[src/rtl/iterative_div_unit_if.sv]
// Issue/writeback bundle for iterative_div_unit.
// master: the pipeline side that offers operations and takes results.
// slave : the divider.
interface iterative_div_unit_if #(
  parameter int ID_W = 3
);
  logic            flush;
  logic            issue_valid;
  logic            issue_ready;
  logic [2:0]      fn3;
  logic [31:0]     rs1;
  logic [31:0]     rs2;
  logic [ID_W-1:0] issue_id;
  logic            wb_valid;
  logic            wb_ack;
  logic [31:0]     wb_rd;
  logic [ID_W-1:0] wb_id;

  modport master (
    output flush, issue_valid, fn3, rs1, rs2, issue_id, wb_ack,
    input  issue_ready, wb_valid, wb_rd, wb_id
  );

  modport slave (
    input  flush, issue_valid, fn3, rs1, rs2, issue_id, wb_ack,
    output issue_ready, wb_valid, wb_rd, wb_id
  );
endinterface

[src/rtl/iterative_div_unit.sv]
// Restoring radix-2 divider for the RISC-V M-extension DIV/DIVU/REM/REMU ops.
// One quotient bit per BUSY cycle; the result is held in DONE until wb_ack.
// Optional macro DIV_EARLY_TERMINATE_EN: divide-by-zero and signed overflow
// skip BUSY and go straight to DONE on the accepting edge.
//
// state | meaning
// IDLE  | ready for an operation
// BUSY  | conditioning cycle, then 32 restoring steps
// DONE  | result valid, waiting for wb_ack
module iterative_div_unit #(
  parameter int ID_W = 3
) (
  input  logic            clk,
  input  logic            rst_n,
  iterative_div_unit_if.slave bus
);

  typedef enum logic [1:0] {IDLE, BUSY, DONE} state_t;

  state_t          state;
  logic [4:0]      cnt;
  logic            prep;
  logic            sel_rem;
  logic            is_signed;
  logic            neg_q;
  logic            neg_r;
  logic [ID_W-1:0] id_q;
  logic [31:0]     quo;
  logic [31:0]     dvs;
  logic [31:0]     rem;
  logic [31:0]     rd_q;

  logic [32:0]     trial;
  logic [31:0]     rem_nxt;
  logic [31:0]     quo_nxt;
  logic [31:0]     res;
  logic            unused_fn3_msb;

  assign unused_fn3_msb  = bus.fn3[2];
  assign bus.issue_ready = (state == IDLE);
  assign bus.wb_valid    = (state == DONE);
  assign bus.wb_rd       = rd_q;
  assign bus.wb_id       = id_q;

  // One restoring step plus the sign fix-up applied on the final step.
  always_comb begin
    trial = {rem, quo[31]} - {1'b0, dvs};
    if (!trial[32]) begin
      rem_nxt = trial[31:0];
      quo_nxt = {quo[30:0], 1'b1};
    end else begin
      rem_nxt = {rem[30:0], quo[31]};
      quo_nxt = {quo[30:0], 1'b0};
    end
    if (sel_rem) res = neg_r ? -rem_nxt : rem_nxt;
    else         res = neg_q ? -quo_nxt : quo_nxt;
  end

`ifdef DIV_EARLY_TERMINATE_EN
  logic        dbz;
  logic        ovf;
  logic [31:0] early_rd;

  // Fixed results for the two cases that need no iteration.
  always_comb begin
    dbz = (bus.rs2 == 32'd0);
    ovf = !bus.fn3[0] && (bus.rs1 == 32'h8000_0000) && (bus.rs2 == 32'hFFFF_FFFF);
    if (bus.fn3[1]) early_rd = dbz ? bus.rs1 : 32'd0;
    else            early_rd = dbz ? 32'hFFFF_FFFF : 32'h8000_0000;
  end
`endif

  // Control FSM and datapath registers; flush overrides every other event.
  always_ff @(posedge clk or negedge rst_n) begin
    if (!rst_n) begin
      state     <= IDLE;
      cnt       <= 5'd0;
      prep      <= 1'b0;
      sel_rem   <= 1'b0;
      is_signed <= 1'b0;
      neg_q     <= 1'b0;
      neg_r     <= 1'b0;
      id_q      <= '0;
      quo       <= 32'd0;
      dvs       <= 32'd0;
      rem       <= 32'd0;
      rd_q      <= 32'd0;
    end else if (bus.flush) begin
      state <= IDLE;
      cnt   <= 5'd0;
      prep  <= 1'b0;
    end else begin
      case (state)
        IDLE: begin
          if (bus.issue_valid) begin
            sel_rem   <= bus.fn3[1];
            is_signed <= !bus.fn3[0];
            neg_q     <= !bus.fn3[0] && (bus.rs1[31] ^ bus.rs2[31]) && (bus.rs2 != 32'd0);
            neg_r     <= !bus.fn3[0] && bus.rs1[31];
            id_q      <= bus.issue_id;
            quo       <= bus.rs1;
            dvs       <= bus.rs2;
            cnt       <= 5'd0;
            prep      <= 1'b1;
            state     <= BUSY;
`ifdef DIV_EARLY_TERMINATE_EN
            if (dbz || ovf) begin
              prep  <= 1'b0;
              rd_q  <= early_rd;
              state <= DONE;
            end
`endif
          end
        end
        BUSY: begin
          // The first BUSY cycle takes magnitudes so the negate adders stay
          // off the issue path; the 32 steps follow.
          if (prep) begin
            quo  <= (is_signed && quo[31]) ? -quo : quo;
            dvs  <= (is_signed && dvs[31]) ? -dvs : dvs;
            rem  <= 32'd0;
            prep <= 1'b0;
          end else begin
            quo <= quo_nxt;
            rem <= rem_nxt;
            if (cnt == 5'd31) begin
              rd_q  <= res;
              cnt   <= 5'd0;
              state <= DONE;
            end else begin
              cnt <= cnt + 5'd1;
            end
          end
        end
        DONE: begin
          if (bus.wb_ack) state <= IDLE;
        end
        default: state <= IDLE;
      endcase
    end
  end

endmodule

[src/flat_wrapper.sv]
// flat-port wrapper written by rule: the top's interface ports become plain ports
module iterative_div_unit_flat 
#(
  parameter int ID_W = 3
)
  (clk, rst_n, bus_flush, bus_issue_valid, bus_fn3, bus_rs1, bus_rs2, bus_issue_id, bus_wb_ack, bus_issue_ready, bus_wb_valid, bus_wb_rd, bus_wb_id);
  iterative_div_unit_if #(.ID_W(ID_W)) bus_i ();
  input  logic clk;
  input  logic rst_n;
  input wire logic [$bits(bus_i.flush)-1:0] bus_flush;
  input wire logic [$bits(bus_i.issue_valid)-1:0] bus_issue_valid;
  input wire logic [$bits(bus_i.fn3)-1:0] bus_fn3;
  input wire logic [$bits(bus_i.rs1)-1:0] bus_rs1;
  input wire logic [$bits(bus_i.rs2)-1:0] bus_rs2;
  input wire logic [$bits(bus_i.issue_id)-1:0] bus_issue_id;
  input wire logic [$bits(bus_i.wb_ack)-1:0] bus_wb_ack;
  output wire logic [$bits(bus_i.issue_ready)-1:0] bus_issue_ready;
  output wire logic [$bits(bus_i.wb_valid)-1:0] bus_wb_valid;
  output wire logic [$bits(bus_i.wb_rd)-1:0] bus_wb_rd;
  output wire logic [$bits(bus_i.wb_id)-1:0] bus_wb_id;
  assign bus_i.flush = bus_flush;
  assign bus_i.issue_valid = bus_issue_valid;
  assign bus_i.fn3 = bus_fn3;
  assign bus_i.rs1 = bus_rs1;
  assign bus_i.rs2 = bus_rs2;
  assign bus_i.issue_id = bus_issue_id;
  assign bus_i.wb_ack = bus_wb_ack;
  assign bus_issue_ready = bus_i.issue_ready;
  assign bus_wb_valid = bus_i.wb_valid;
  assign bus_wb_rd = bus_i.wb_rd;
  assign bus_wb_id = bus_i.wb_id;
  iterative_div_unit #(.ID_W(ID_W)) u_core (.clk(clk), .rst_n(rst_n), .bus(bus_i));
endmodule
[config.mk]
export PLATFORM = sky130hd
export DESIGN_NAME = iterative_div_unit_flat
export DESIGN_NICKNAME = d
export VERILOG_FILES = /design/src/rtl/iterative_div_unit_if.sv /design/src/rtl/iterative_div_unit.sv /design/src/flat_wrapper.sv
export SDC_FILE = /design/constraint.sdc
export NUM_CORES = 1
export LEC_CHECK = 0
export BUFFER_PORTS_ARGS = -buffer_cell sky130_fd_sc_hd__buf_2
export CAP_MARGIN = 0
export CORE_MARGIN = 2
export CORE_UTILIZATION = 45
export CTS_CLUSTER_DIAMETER = 120
export CTS_CLUSTER_SIZE = 30
export DETAILED_ROUTE_END_ITERATION = 16
export GPL_ROUTABILITY_DRIVEN = 0
export GPL_TIMING_DRIVEN = 0
export RECOVER_POWER = 100
export REMOVE_ABC_BUFFERS = 1
export SETUP_SLACK_MARGIN = 0.02
export SLEW_MARGIN = 20
export SYNTH_ARGS = -nofsm -noshare
export SYNTH_HDL_FRONTEND = slang
export SYNTH_SLANG_ARGS = --single-unit
[constraint.sdc]
create_clock -name clk -period 6.7 [get_ports clk]
set_input_delay 1.34 -clock clk [delete_from_list [all_inputs] [get_ports clk]]
set_output_delay 1.34 -clock clk [all_outputs]
set_load 0.02 [all_outputs]
==> summary.md, run 1 <==
| Metric | Value |
|---|---|
| Status | `finished with violations` |
| Failing checks | `max-capacitance violations, max-slew violations` |
| Clock skew | `0.01712 ns` |
| Leakage | `5.375 nW` |
| Worst setup margin | `0.5906 ns` |
| Root Driver | `clkbuf_16` |
| Max Transition Viols Final | `approximately 350` |
| # diodes | `0` |
| Hold Crit Start | `u_core.bus.wb_rd[0]` |
| Smallest hold slack | `around 0.48 ns` |
| Core Box Area | `26060 µm²` |
| Design Area, Final | `around 13000 µm²` |
| Mapped Cells | `around 1600` |
| Required time worst endpoint | `7.02 ns` |
| Max cap viols | `7` |
| DP HPWL | `27460 µm` |
| CP max FO | `36` |
| Fmax | `about 0.16 GHz` |
| Switch share | `between 30 and 40%` |
| H-tree depth | `4` |
| Dpl cells | `between 1500 and 2000` |
| Synth warnings | `0` |
| Min-delay worst type | `flop to flop` |
| Max VDD drop | `0.1346 mV` |
| Post-DR vias/cell | `between 6 and 7` |
| RSZ-0062 raised after global routing | `no` |
| Synthesized flop and latch total | `around 140` |
| Vias | `between 10000 and 15000` |
| Post-synth EDFFs | `0` |
| Total routed wirelength | `approximately 37000 µm` |
| CTS tree | `done` |
| Die area | `27810 µm²` |
| P&R area growth vs syn | `10.65%` |
| Switching Power | `between 0.001 and 0.0015 W` |
| ANT nets after route | `0` |
| PortBufs | `110` |
| I/O pins | `around 110` |
| Clock transition at the registers of the reported paths | `0.07 ns` |
| Grt total ovfl | `0` |
| Slew headroom | `-122.9%` |
| Clock latency on the worst-skew pair | `between 0.4 and 0.5 ns` |
| Starting density of the core | `45.75%` |
| Gr usage total | `approximately a quarter` |
| Worst path bufs/invs | `3` |
| DIE WIDTH | `166.8 µm` |
| Initial antenna violation count | `0` |
| DR WL/cell | `between 15 and 20 µm` |
| Rows | `59` |
| Fillers | `roughly 2600` |
| Dpl cell area | `roughly 13000 µm²` |
| Mapped Area | `roughly 12000 µm²` |
| Worst r2r src | `u_core.quo[31]` |
| Leading cell types in the layout, fill and taps excluded | `o21ai_0 (207), nand2_1 (172), nor2_1 (143), dfrtp_1 (141), a21oi_1 (119)` |
| # DRC | `0` |
| Slew @ Worst Pin | `3.343 ns` |
| Hold EP | `u_core.bus.wb_rd[0]` |
| Gate power share | `a little over a third` |
| R2r endpoint | `u_core.bus.wb_rd[30]` |
| Finish-stage setup viols | `0` |
| Largest net degree at the start of global routing | `87` |
| Clock sinks | `approximately 140` |
| Hold Crit Depth | `2` |
| Pre-CTS setup slack | `about 0.28 ns` |
| Critical path's slowest cell | `dfrtp_1` |
| First-pass GRT wire length | `59420 µm` |
| Most common cell after layout, fill and taps aside | `o21ai_0` |
| Internal reg-to-reg setup slack | `between 0.5 and 0.6 ns` |
| Pwr Density | `approximately 250 nW/µm²` |
| Clock network power share | `a little under a third` |
| Ys flop type | `dfrtp_1` |
| DRT iter0 DRCs | `865` |
| Bufs on Longest Clock Path | `2` |
| Crit. End Element | `flop` |
| Int Pwr | `~0.002 W` |
| Worst-path cell chain | `inv_1, ha_1, fa_1, nand2b_1, a21oi_2, o211ai_2, a211oi_2, o31ai_2, xnor2_2, buf_6, inv_6, ha_1, nand3_1, nor2_1, nand3_1, o31ai_2, a21boi_0, xnor2_1, a22oi_1, nand4_1, or3_1, and3_1` |
| Syn avg cell area | `7.662 µm²` |
| Cell variety after synth | `90` |
| Fin cells | `between 1500 and 2000` |
| Number of buffers created by CTS | `17` |
| Worst Setup Start Kind | `flop` |
| FFs w/ async S/R, synth | `between 90% and 100%` |
| Nets | `~1700` |
| Layout cells sized above 1 | `9.627%` |
| # hold bufs at CTS | `0` |
| Die H | `about 170 µm` |
| Flop pwr share | `33.9%` |
| CP max stage delay | `approximately 0.56 ns` |
| WP data arrival | `between 6 and 7 ns` |
| Vias in the first global route | `11100` |
| Post-route minimum period | `a little over 6 ns` |
| Fin. Hold Viols | `0` |
| Register-to-Register Path Depth | `22` |
| Setup CP Type | `flop to flop` |
| Crit path max-delay family | `compound AO/OA/AOI/OAI gates` |
| Final period util | `91.18%` |
| Detailed Routing Iterations Pass 1 | `7` |
| Sequential share of the synthesized area | `30.01%` |
==> flip-flops by register name, indices dropped and copies added (netlist names) <==
register          flops
u_core.bus.wb_rd     32
u_core.dvs           32
u_core.quo           32
u_core.rem           32
u_core.cnt            5
u_core.bus.wb_id      3
u_core.state          2
u_core.is_signed      1
u_core.neg_q          1
u_core.neg_r          1
u_core.prep           1
u_core.sel_rem        1
==> worst reg2reg max path, cell delays in order (launching register included) <==
cell and delay (ns):
dfrtp_1 0.56, inv_1 0.08, ha_1 0.22, fa_1 0.41, nand2b_1 0.22, a21oi_2 0.31
o211ai_2 0.22, a211oi_2 0.38, o31ai_2 0.14, xnor2_2 0.26, buf_6 0.23, inv_6 0.27
ha_1 0.26, nand3_1 0.14, nor2_1 0.31, nand3_1 0.26, o31ai_2 0.43, a21boi_0 0.27
xnor2_1 0.13, a22oi_1 0.26, nand4_1 0.13, or3_1 0.35, and3_1 0.15
==> through the flow <==
stage               total power (W)  setup TNS, ns  util [%]
CTS                        0.003369              0     51.09
detailed placement         0.002317              0     48.69
global route               0.003561              0     50.63
finish                     0.003358              0     50.63
floorplan                  0.001964         -28.65         -
global placement           0.002293        -210.50     47.87
==> synth_stat cells, drive strengths merged, types with 6 or more instances <==
cell type,number,area [µm²]
or4,6,45.04
dfrtp,143,3578
ha,38,475.5
xor2,36,315.3
nand3,41,205.2
o31ai,10,80.07
nand4,19,125.1
xnor2,38,332.8
o311ai,8,77.58
o41ai,12,120.1
a31oi,12,75.07
nand2,172,645.6
a221o,18,180.2
nand3b,13,97.59
nor3,41,220.2
nor2b,8,50.05
a211oi,16,130.1
a21o,14,106.4
nor4,30,193.9
o21ai,217,1090
and2,13,83.82
nor2,143,536.8
inv,62,232.7
a22oi,16,125.1
nor3b,11,82.58
o211ai,15,117.6
buf,24,130.1
mux2i,46,460.4
mux2,8,90.09
a21oi,120,604.3
clkbuf,76,287.8
o22ai,8,50.05
o21a,7,60.05
and3,11,68.82
nand2b,17,108.9
or3,26,167.7
or2,8,52.55
==> final cells by class <==
type                            instances  area (µm²)  share of cell area, %
Tap cell                              335       419.2                  3.177
Timing Repair Buffer                  122       620.6                  4.704
Inverter                               63       241.5                  1.830
Multi-Input combinational cell       1250        7706                  58.41
Clock buffer                           22       474.2                  3.594
Sequential cell                       143        3581                  27.14
Clock inverter                         10       150.1                  1.138
==> power by group through the flow <==
| stage | Clock [W] | Sequential (W) | Combinational, W |
|---|---|---|---|
| 2_1_floorplan | 0 | 0.00110 | 0.000868 |
| 3_3_place_gp | 0 | 0.00115 | 0.00114 |
| 3_5_place_dp | 0 | 0.00115 | 0.00117 |
| 4_1_cts | 0.00106 | 0.00113 | 0.00118 |
| 5_1_grt | 0.00109 | 0.00116 | 0.00131 |
| 6_report | 0.00104 | 0.00114 | 0.00117 |
==> per-layer routing <==
layer / routed length, µm / track usage, % / up-vias
li1: - / - / 5762
met1: 17110 / 36.77 / 5794
met2: 17440 / 42.53 / 373
met3: 1977 / 4.159 / 43
met4: 718 / 7.796 / 0
met5: 0 / 0 / -
==> how the worst max path moves through the flow <==
stage	start	endpoint	slack [ns]	cells past startpoint
after floorplan	u_core.quo[31]	u_core.bus.wb_rd[30]	-1.73	21
after global placement	u_core.quo[31]	u_core.bus.wb_rd[30]	-5.32	21
after detailed placement	u_core.quo[31]	u_core.bus.wb_rd[30]	0.28	22
after CTS	u_core.quo[31]	u_core.bus.wb_rd[30]	0.23	22
after global routing	u_core.quo[31]	u_core.bus.wb_rd[28]	0.03	23
final	u_core.quo[31]	u_core.bus.wb_rd[30]	0.59	22
==> repair_timing <==
item	4_1_cts	5_1_grt
resized for setup	0	4
hold endpoints to repair	0	0
setup endpoints to repair	0	1
setup buffers	0	0
==> logic make-up (layout without fill, tap and decap cells) <==
kind of cell	count (synthesis)	count (layout)	share of synthesized area (%)
AO/OA/AOI/OAI	517	517	27.25
XOR/XNOR	74	74	5.436
adder cells (fa/ha/maj)	39	39	4.156
buffers and inverters	163	217	5.489
flip-flops	143	143	30.01
multiplexers	54	54	4.618
AND/OR/NAND/NOR	566	566	23.03
Note: power is estimated with default switching activity, not from simulation.
==> inputs of run 2 (changes only) <==
ABC_AREA = 1   (was not set)
==> run 2 against run 1 <==
Effect of this change: the flow still finishes with violations (max-capacitance violations, max-slew violations); hold slack better by 0.0011 ns; clock skew decreased by 0.00066 ns; sequential share of layout area is 2.2 points lower; routed wire length is 17% higher; final area rose by 8.6%; count of clock-buffer cells in the layout shrank 3; worst setup slack improved by 0.55 ns; critical path type unchanged; largest cell class unchanged.
==> summary.md, run 2 <==
| Metric | Value |
|---|---|
| Gr usage total | `between 20% and 30%` |
| Detailed Routing Iterations Pass 1 | `5` |
| Root Driver | `clkbuf_16` |
| DIE WIDTH | `173.9 µm` |
| Die H | `about 170 µm` |
| Smallest hold slack | `0.4773 ns` |
| Design Area, Final | `14320 µm²` |
| Starting density of the core | `a little under half` |
| Fmax | `0.1800 GHz` |
| Mapped Cells | `approximately 2100` |
| First-pass GRT wire length | `68620 µm` |
| Min-delay worst type | `flop to flop` |
| # DRC | `0` |
| Clock skew | `about 0.016 ns` |
| Syn avg cell area | `about 6.2 µm²` |
| Synthesized flop and latch total | `143` |
| Most common cell after layout, fill and taps aside | `nand2_1` |
| Clock sinks | `approximately 140` |
| Layout cells sized above 1 | `slightly below 10%` |
| P&R area growth vs syn | `10.28%` |
| WP data arrival | `5.88 ns` |
| Synth top area share | `around 28%` |
| Sequential share of the synthesized area | `~28%` |
| Largest net degree at the start of global routing | `78` |
| Synth warnings | `0` |
| Setup CP Type | `flop to flop` |
| DR WL/cell | `about 17 µm` |
| # Post-CTS Setup Buffers | `0` |
| RSZ-0062 raised after global routing | `no` |
| CP max FO | `40` |
| I/O pins | `112` |
| Cell taking the most area after synthesis | `dfrtp_1` |
| Slew @ Worst Pin | `between 4 and 5 ns` |
| Most common cell in the netlist | `nand2_1` |
| Worst Setup Start Kind | `flop` |
| Status | `finished with violations` |
| Required time worst endpoint | `7.03 ns` |
| Vias | `13960` |
| H-tree depth | `4` |
| # diodes | `0` |
| Dpl cell area | `~14000 µm²` |
| Post-synth EDFFs | `0` |
| Fillers | `about 3100` |
| Crit. End Element | `flop` |
| Top cells by count, synth | `nand2_1 (585), inv_1 (314), nor2_1 (238)` |
| Mapped Area | `~13000 µm²` |
| Fin cells | `approximately 2500` |
| Fin. Hold Viols | `0` |
| Clock latency on the worst-skew pair | `around 0.45 ns` |
| ANT nets after route | `0` |
| Nets | `between 2000 and 2500` |
| Dpl cells | `about 2500` |
| Finish-stage setup viols | `0` |
| Core Box Area | `about 29000 µm²` |
| Die area | `between 30000 and 40000 µm²` |
| Total routed wirelength | `approximately 44000 µm` |
| Slew headroom | `-203.8%` |
| Clock transition at the registers of the reported paths | `0.07 ns` |
| Final period util | `82.91%` |
| DP HPWL | `between 30000 and 40000 µm` |
| Synth top area cells | `dfrtp_1 (28%), nand2_1 (17%), inv_1 (9.1%)` |
| # resized after CTS | `0` |
| Initial antenna violation count | `0` |
| Max cap viols | `2` |
| Post-route minimum period | `5.555 ns` |
| Post-DR vias/cell | `between 5 and 6` |
| Ys flop type | `dfrtp_1` |
| Vias in the first global route | `roughly 13000` |
| Bufs on Longest Clock Path | `2` |
| Max Transition Viols Final | `78` |
| Failing checks | `max-capacitance violations, max-slew violations` |
| Number of buffers created by CTS | `17` |
| PortBufs | `110` |
| # hold bufs at CTS | `0` |
| Rows | `62` |
| CTS tree | `done` |
| DRT iter0 DRCs | `about 1400` |
| Grt total ovfl | `0` |
| Cell variety after synth | `54` |
| FFs w/ async S/R, synth | `100.0%` |
| Leading cell types in the layout, fill and taps excluded | `nand2_1 (585), inv_1 (312), nor2_1 (235), nand3_1 (142), dfrtp_1 (142)` |
-- run 2: layout make-up --
type / count / area, µm² / share of cell area, %
Timing Repair Buffer: 114 / 569.3 / 3.975
Clock buffer: 19 / 452.9 / 3.162
Inverter: 323 / 1212 / 8.464
Clock inverter: 13 / 152.6 / 1.066
Multi-Input combinational cell: 1553 / 7876 / 54.99
Sequential cell: 143 / 3580 / 24.99
Tap cell: 384 / 480.5 / 3.354
-- run 2: worst paths after layout --
| check | start | end | slack (ns) | cells past startpoint |
|---|---|---|---|---|
| hold reg to reg | u_core.bus.wb_id[1] | u_core.bus.wb_id[1] | 0.48 | 2 |
| max in group asynchronous | rst_n | u_core.rem[10] | 1.61 | 1 |
| setup reg to reg | u_core.state[0] | u_core.bus.wb_rd[24] | 1.15 | 12 |
| setup / recovery | u_core.state[0] | u_core.bus.wb_rd[24] | 1.15 | 12 |
| min in group asynchronous | rst_n | u_core.dvs[13] | 2.51 | 1 |
| hold / removal | u_core.bus.wb_id[1] | u_core.bus.wb_id[1] | 0.48 | 2 |
-- run 2: per-layer routing --
metal | global-route usage, % | part of all wire (%) | up-vias
li1 | - | - | 6890
met1 | 40.56 | 46 | 6537
met2 | 45.15 | 45 | 482
met3 | 5.949 | 7.5 | 50
met4 | 7.458 | 1.9 | 0
met5 | 0 | 0 | -
-- run 2: per-stage QoR --
stage / utilization [%] / setup TNS (ns) / setup WS [ns]
after global placement: 47.90 / -49.64 / -1.411
after CTS: 50.50 / 0 / 1.714
after global routing: 50.18 / 0 / 0.6818
final: 50.18 / 0 / 1.145
after detailed placement: 48.37 / 0 / 1.785
after floorplan: - / 0 / 2.058
-- run 2: critical path, stage by stage, from the launching register on --
cell	delay, ns
dfrtp_1	0.41
inv_1	0.07
nor2_1	0.88
inv_1	0.58
buf_12	0.35
nor2_4	0.64
inv_1	0.36
nor2_1	0.24
nand2_1	0.63
inv_2	0.83
o21ai_0	0.22
inv_1	0.10
a21oi_1	0.06
-- run 2: logic make-up (layout without fill, tap and decap cells) --
family / Yosys count / count (layout) / share of synthesized area (%)
AND/OR/NAND/NOR: 1120 / 1120 / 37.75
buffers and inverters: 392 / 469 / 12.00
AO/OA/AOI/OAI: 361 / 361 / 16.66
flip-flops: 143 / 143 / 27.55
adder cells (fa/ha/maj): 39 / 39 / 3.815
XOR/XNOR: 33 / 33 / 2.225
Power of run 2 is not shown: default switching activity piles up to over one toggle a cycle in this logic, so the estimate is an artifact.
==> inputs of run 3 (changes only) <==
PLACE_DENSITY = 0.65   (was not set)
clock period = 4.99 ns   (was 6.7 ns; I/O delays follow)
==> run 3 against run 2 <==
Effect of this change: the run still ends with max-capacitance violations, max-slew violations left; hold slack lost 0.0023 ns; count of clock-buffer cells in the layout grew 4; final cell count is essentially flat; highest routed layer unchanged.
==> summary.md, run 3 (synthesis gave the netlist of run 2 again) <==
| Metric | Value |
|---|---|
| Most common cell after layout, fill and taps aside | `nand2_1` |
| Clock latency on the worst-skew pair | `approximately 0.43 ns` |
| Rows | `62` |
| Layout cells sized above 1 | `about a tenth` |
| Vias | `approximately 14000` |
| Max Transition Viols Final | `~180` |
| Fin. Hold Viols | `0` |
| Dpl cells | `between 2000 and 3000` |
| Clock skew | `approximately 0.011 ns` |
| Core Box Area | `28550 µm²` |
| TNS Setup | `0 ns` |
| # diodes | `0` |
| Register-to-Register Path Depth | `13` |
| Bufs on Longest Clock Path | `2` |
| P&R area growth vs syn | `9.980%` |
| Clock transition at the registers of the reported paths | `roughly 0.07 ns` |
| DP HPWL | `~33000 µm` |
| Multi-input logic area | `around 7900 µm²` |
| # hold bufs at CTS | `0` |
| Crit. End Element | `flop` |
| Fillers | `between 3000 and 4000` |
| Starting density of the core | `between 40% and 50%` |
| CP max FO | `39` |
| CP max stage delay | `a little over 1 ns` |
| Worst path bufs/invs | `5` |
| Detailed Routing Iterations Pass 1 | `7` |
| Largest net degree at the start of global routing | `between 80 and 90` |
| Leading cell types in the layout, fill and taps excluded | `nand2_1 (586), inv_1 (312), nor2_1 (234), nand3_1 (142), dfrtp_1 (142)` |
| Fin cells | `2550` |
| Crit path max-delay family | `buffers and inverters` |
| Die area | `between 30000 and 40000 µm²` |
| Number of buffers created by CTS | `17` |
| Status | `finished with violations` |
| Final period util | `between 90 and 100%` |
| Design Area, Final | `14290 µm²` |
| Vias in the first global route | `about 13000` |
| Finish-stage setup viols | `0` |
| Nets | `roughly 2300` |
| PortBufs | `between 100 and 150` |
| Min-delay worst type | `flop to flop` |
| Reg area | `between 3000 and 4000 µm²` |
| Max cap viols | `3` |
| Initial antenna violation count | `0` |
| Die H | `around 170 µm` |
| Required time worst endpoint | `roughly 5.3 ns` |
| I/O pins | `112` |
| # Post-CTS Setup Buffers | `0` |
| Dpl cell area | `13810 µm²` |
| DIE WIDTH | `around 170 µm` |
| # DRC | `0` |
| WP data arrival | `approximately 5.1 ns` |
| Worst-path cell chain | `inv_1, nor2_2, inv_2, buf_12, nor2_2, a21oi_4, inv_1, a21oi_1, a21oi_1, inv_1, a21oi_1, o21ai_0, o22ai_1` |
| Fmax | `between 0.2 and 0.25 GHz` |
| Clock sinks | `approximately 140` |
| Root Driver | `clkbuf_16` |
| Failing checks | `max-capacitance violations, max-slew violations` |
| CTS tree | `done` |
| Slew @ Worst Pin | `between 2 and 2.5 ns` |
| Levels on crit path | `13` |
| Hold Crit Depth | `2` |
| First-pass GRT wire length | `~68000 µm` |
| DRT iter0 DRCs | `between 1000 and 1500` |
| Gr usage total | `28.03%` |
| Smallest hold slack | `~0.47 ns` |
| Slew headroom | `-45.82%` |
| DR WL/cell | `between 15 and 20 µm` |
| ANT nets after route | `0` |
| Critical path's slowest cell | `inv_1` |
| Grt total ovfl | `0` |
| Setup CP Type | `flop to flop` |
| Post-DR vias/cell | `~5.5` |
| H-tree depth | `4` |
| Worst Setup Start Kind | `flop` |
| Post-route minimum period | `approximately 4.7 ns` |
| Total routed wirelength | `42990 µm` |
| RSZ-0062 raised after global routing | `no` |
-- run 3: cell types whose count changed in the layout (fill, tap and decap cells not counted), moves of 2 or more --
cell,before,now
clkinv_4,3,1
clkbuf_1,39,41
nand2_4,15,17
clkinvlp_4,2,4
inv_6,4,0
clkbuf_2,0,2
nor2_2,15,17
-- run 3: cell type report --
| cell class | count | share of cell area, % |
|---|---|---|
| timing repair buffer | 114 | 3.836 |
| clock buffer | 23 | 3.346 |
| sequential | 143 | 25.06 |
| tap | 384 | 3.363 |
| inverter | 323 | 8.487 |
| clock inverter | 9 | 0.7620 |
| multi-input combinational | 1554 | 55.15 |
-- run 3: worst paths after layout --
| kind | from | end | slack (ns) |
|---|---|---|---|
| max | u_core.state[0] | u_core.quo[26] | 0.26 |
| min | u_core.bus.wb_id[2] | u_core.bus.wb_id[2] | 0.47 |
| max reg2reg | u_core.state[0] | u_core.quo[26] | 0.26 |
| min reg2reg | u_core.bus.wb_id[2] | u_core.bus.wb_id[2] | 0.47 |
| max in group asynchronous | rst_n | u_core.neg_r | 1.12 |
| min in group asynchronous | rst_n | u_core.dvs[17] | 1.16 |
-- run 3: repair_timing --
item | 4_1_cts | 5_1_grt
gates resized for setup | 1 | 0
pin swaps | 0 | 1
endpoints found under the setup margin | 3 | 2
gates cloned | 0 | 1
-- run 3: worst register-to-register path, stage by stage, from the launching register on --
cell	delay, ns
dfrtp_1	0.41
inv_1	0.09
nor2_2	0.59
inv_2	0.33
buf_12	0.27
nor2_2	0.34
a21oi_4	0.29
inv_1	1.05
a21oi_1	0.16
a21oi_1	0.25
inv_1	0.09
a21oi_1	0.28
o21ai_0	0.24
o22ai_1	0.25
-- run 3: routing by layer --
metal / vias up / part of all wire, % / global-route usage [%]
met5: - / 0 / 0
met4: 0 / 3.0 / 9.909
met3: 81 / 8.0 / 5.884
met2: 513 / 45 / 43.46
met1: 6544 / 44 / 38.71
li1: 6894 / - / -
-- run 3: stage by stage --
stage / util (%) / worst slack [ns]
final: 50.04 / 0.2591
after global routing: 50.04 / 0.01933
after CTS: 50.44 / 0.1840
after detailed placement: 48.38 / 0.01938
after global placement: 47.90 / -2.962
after floorplan: - / 0.3482
Power of run 3 is left out for the same reason.
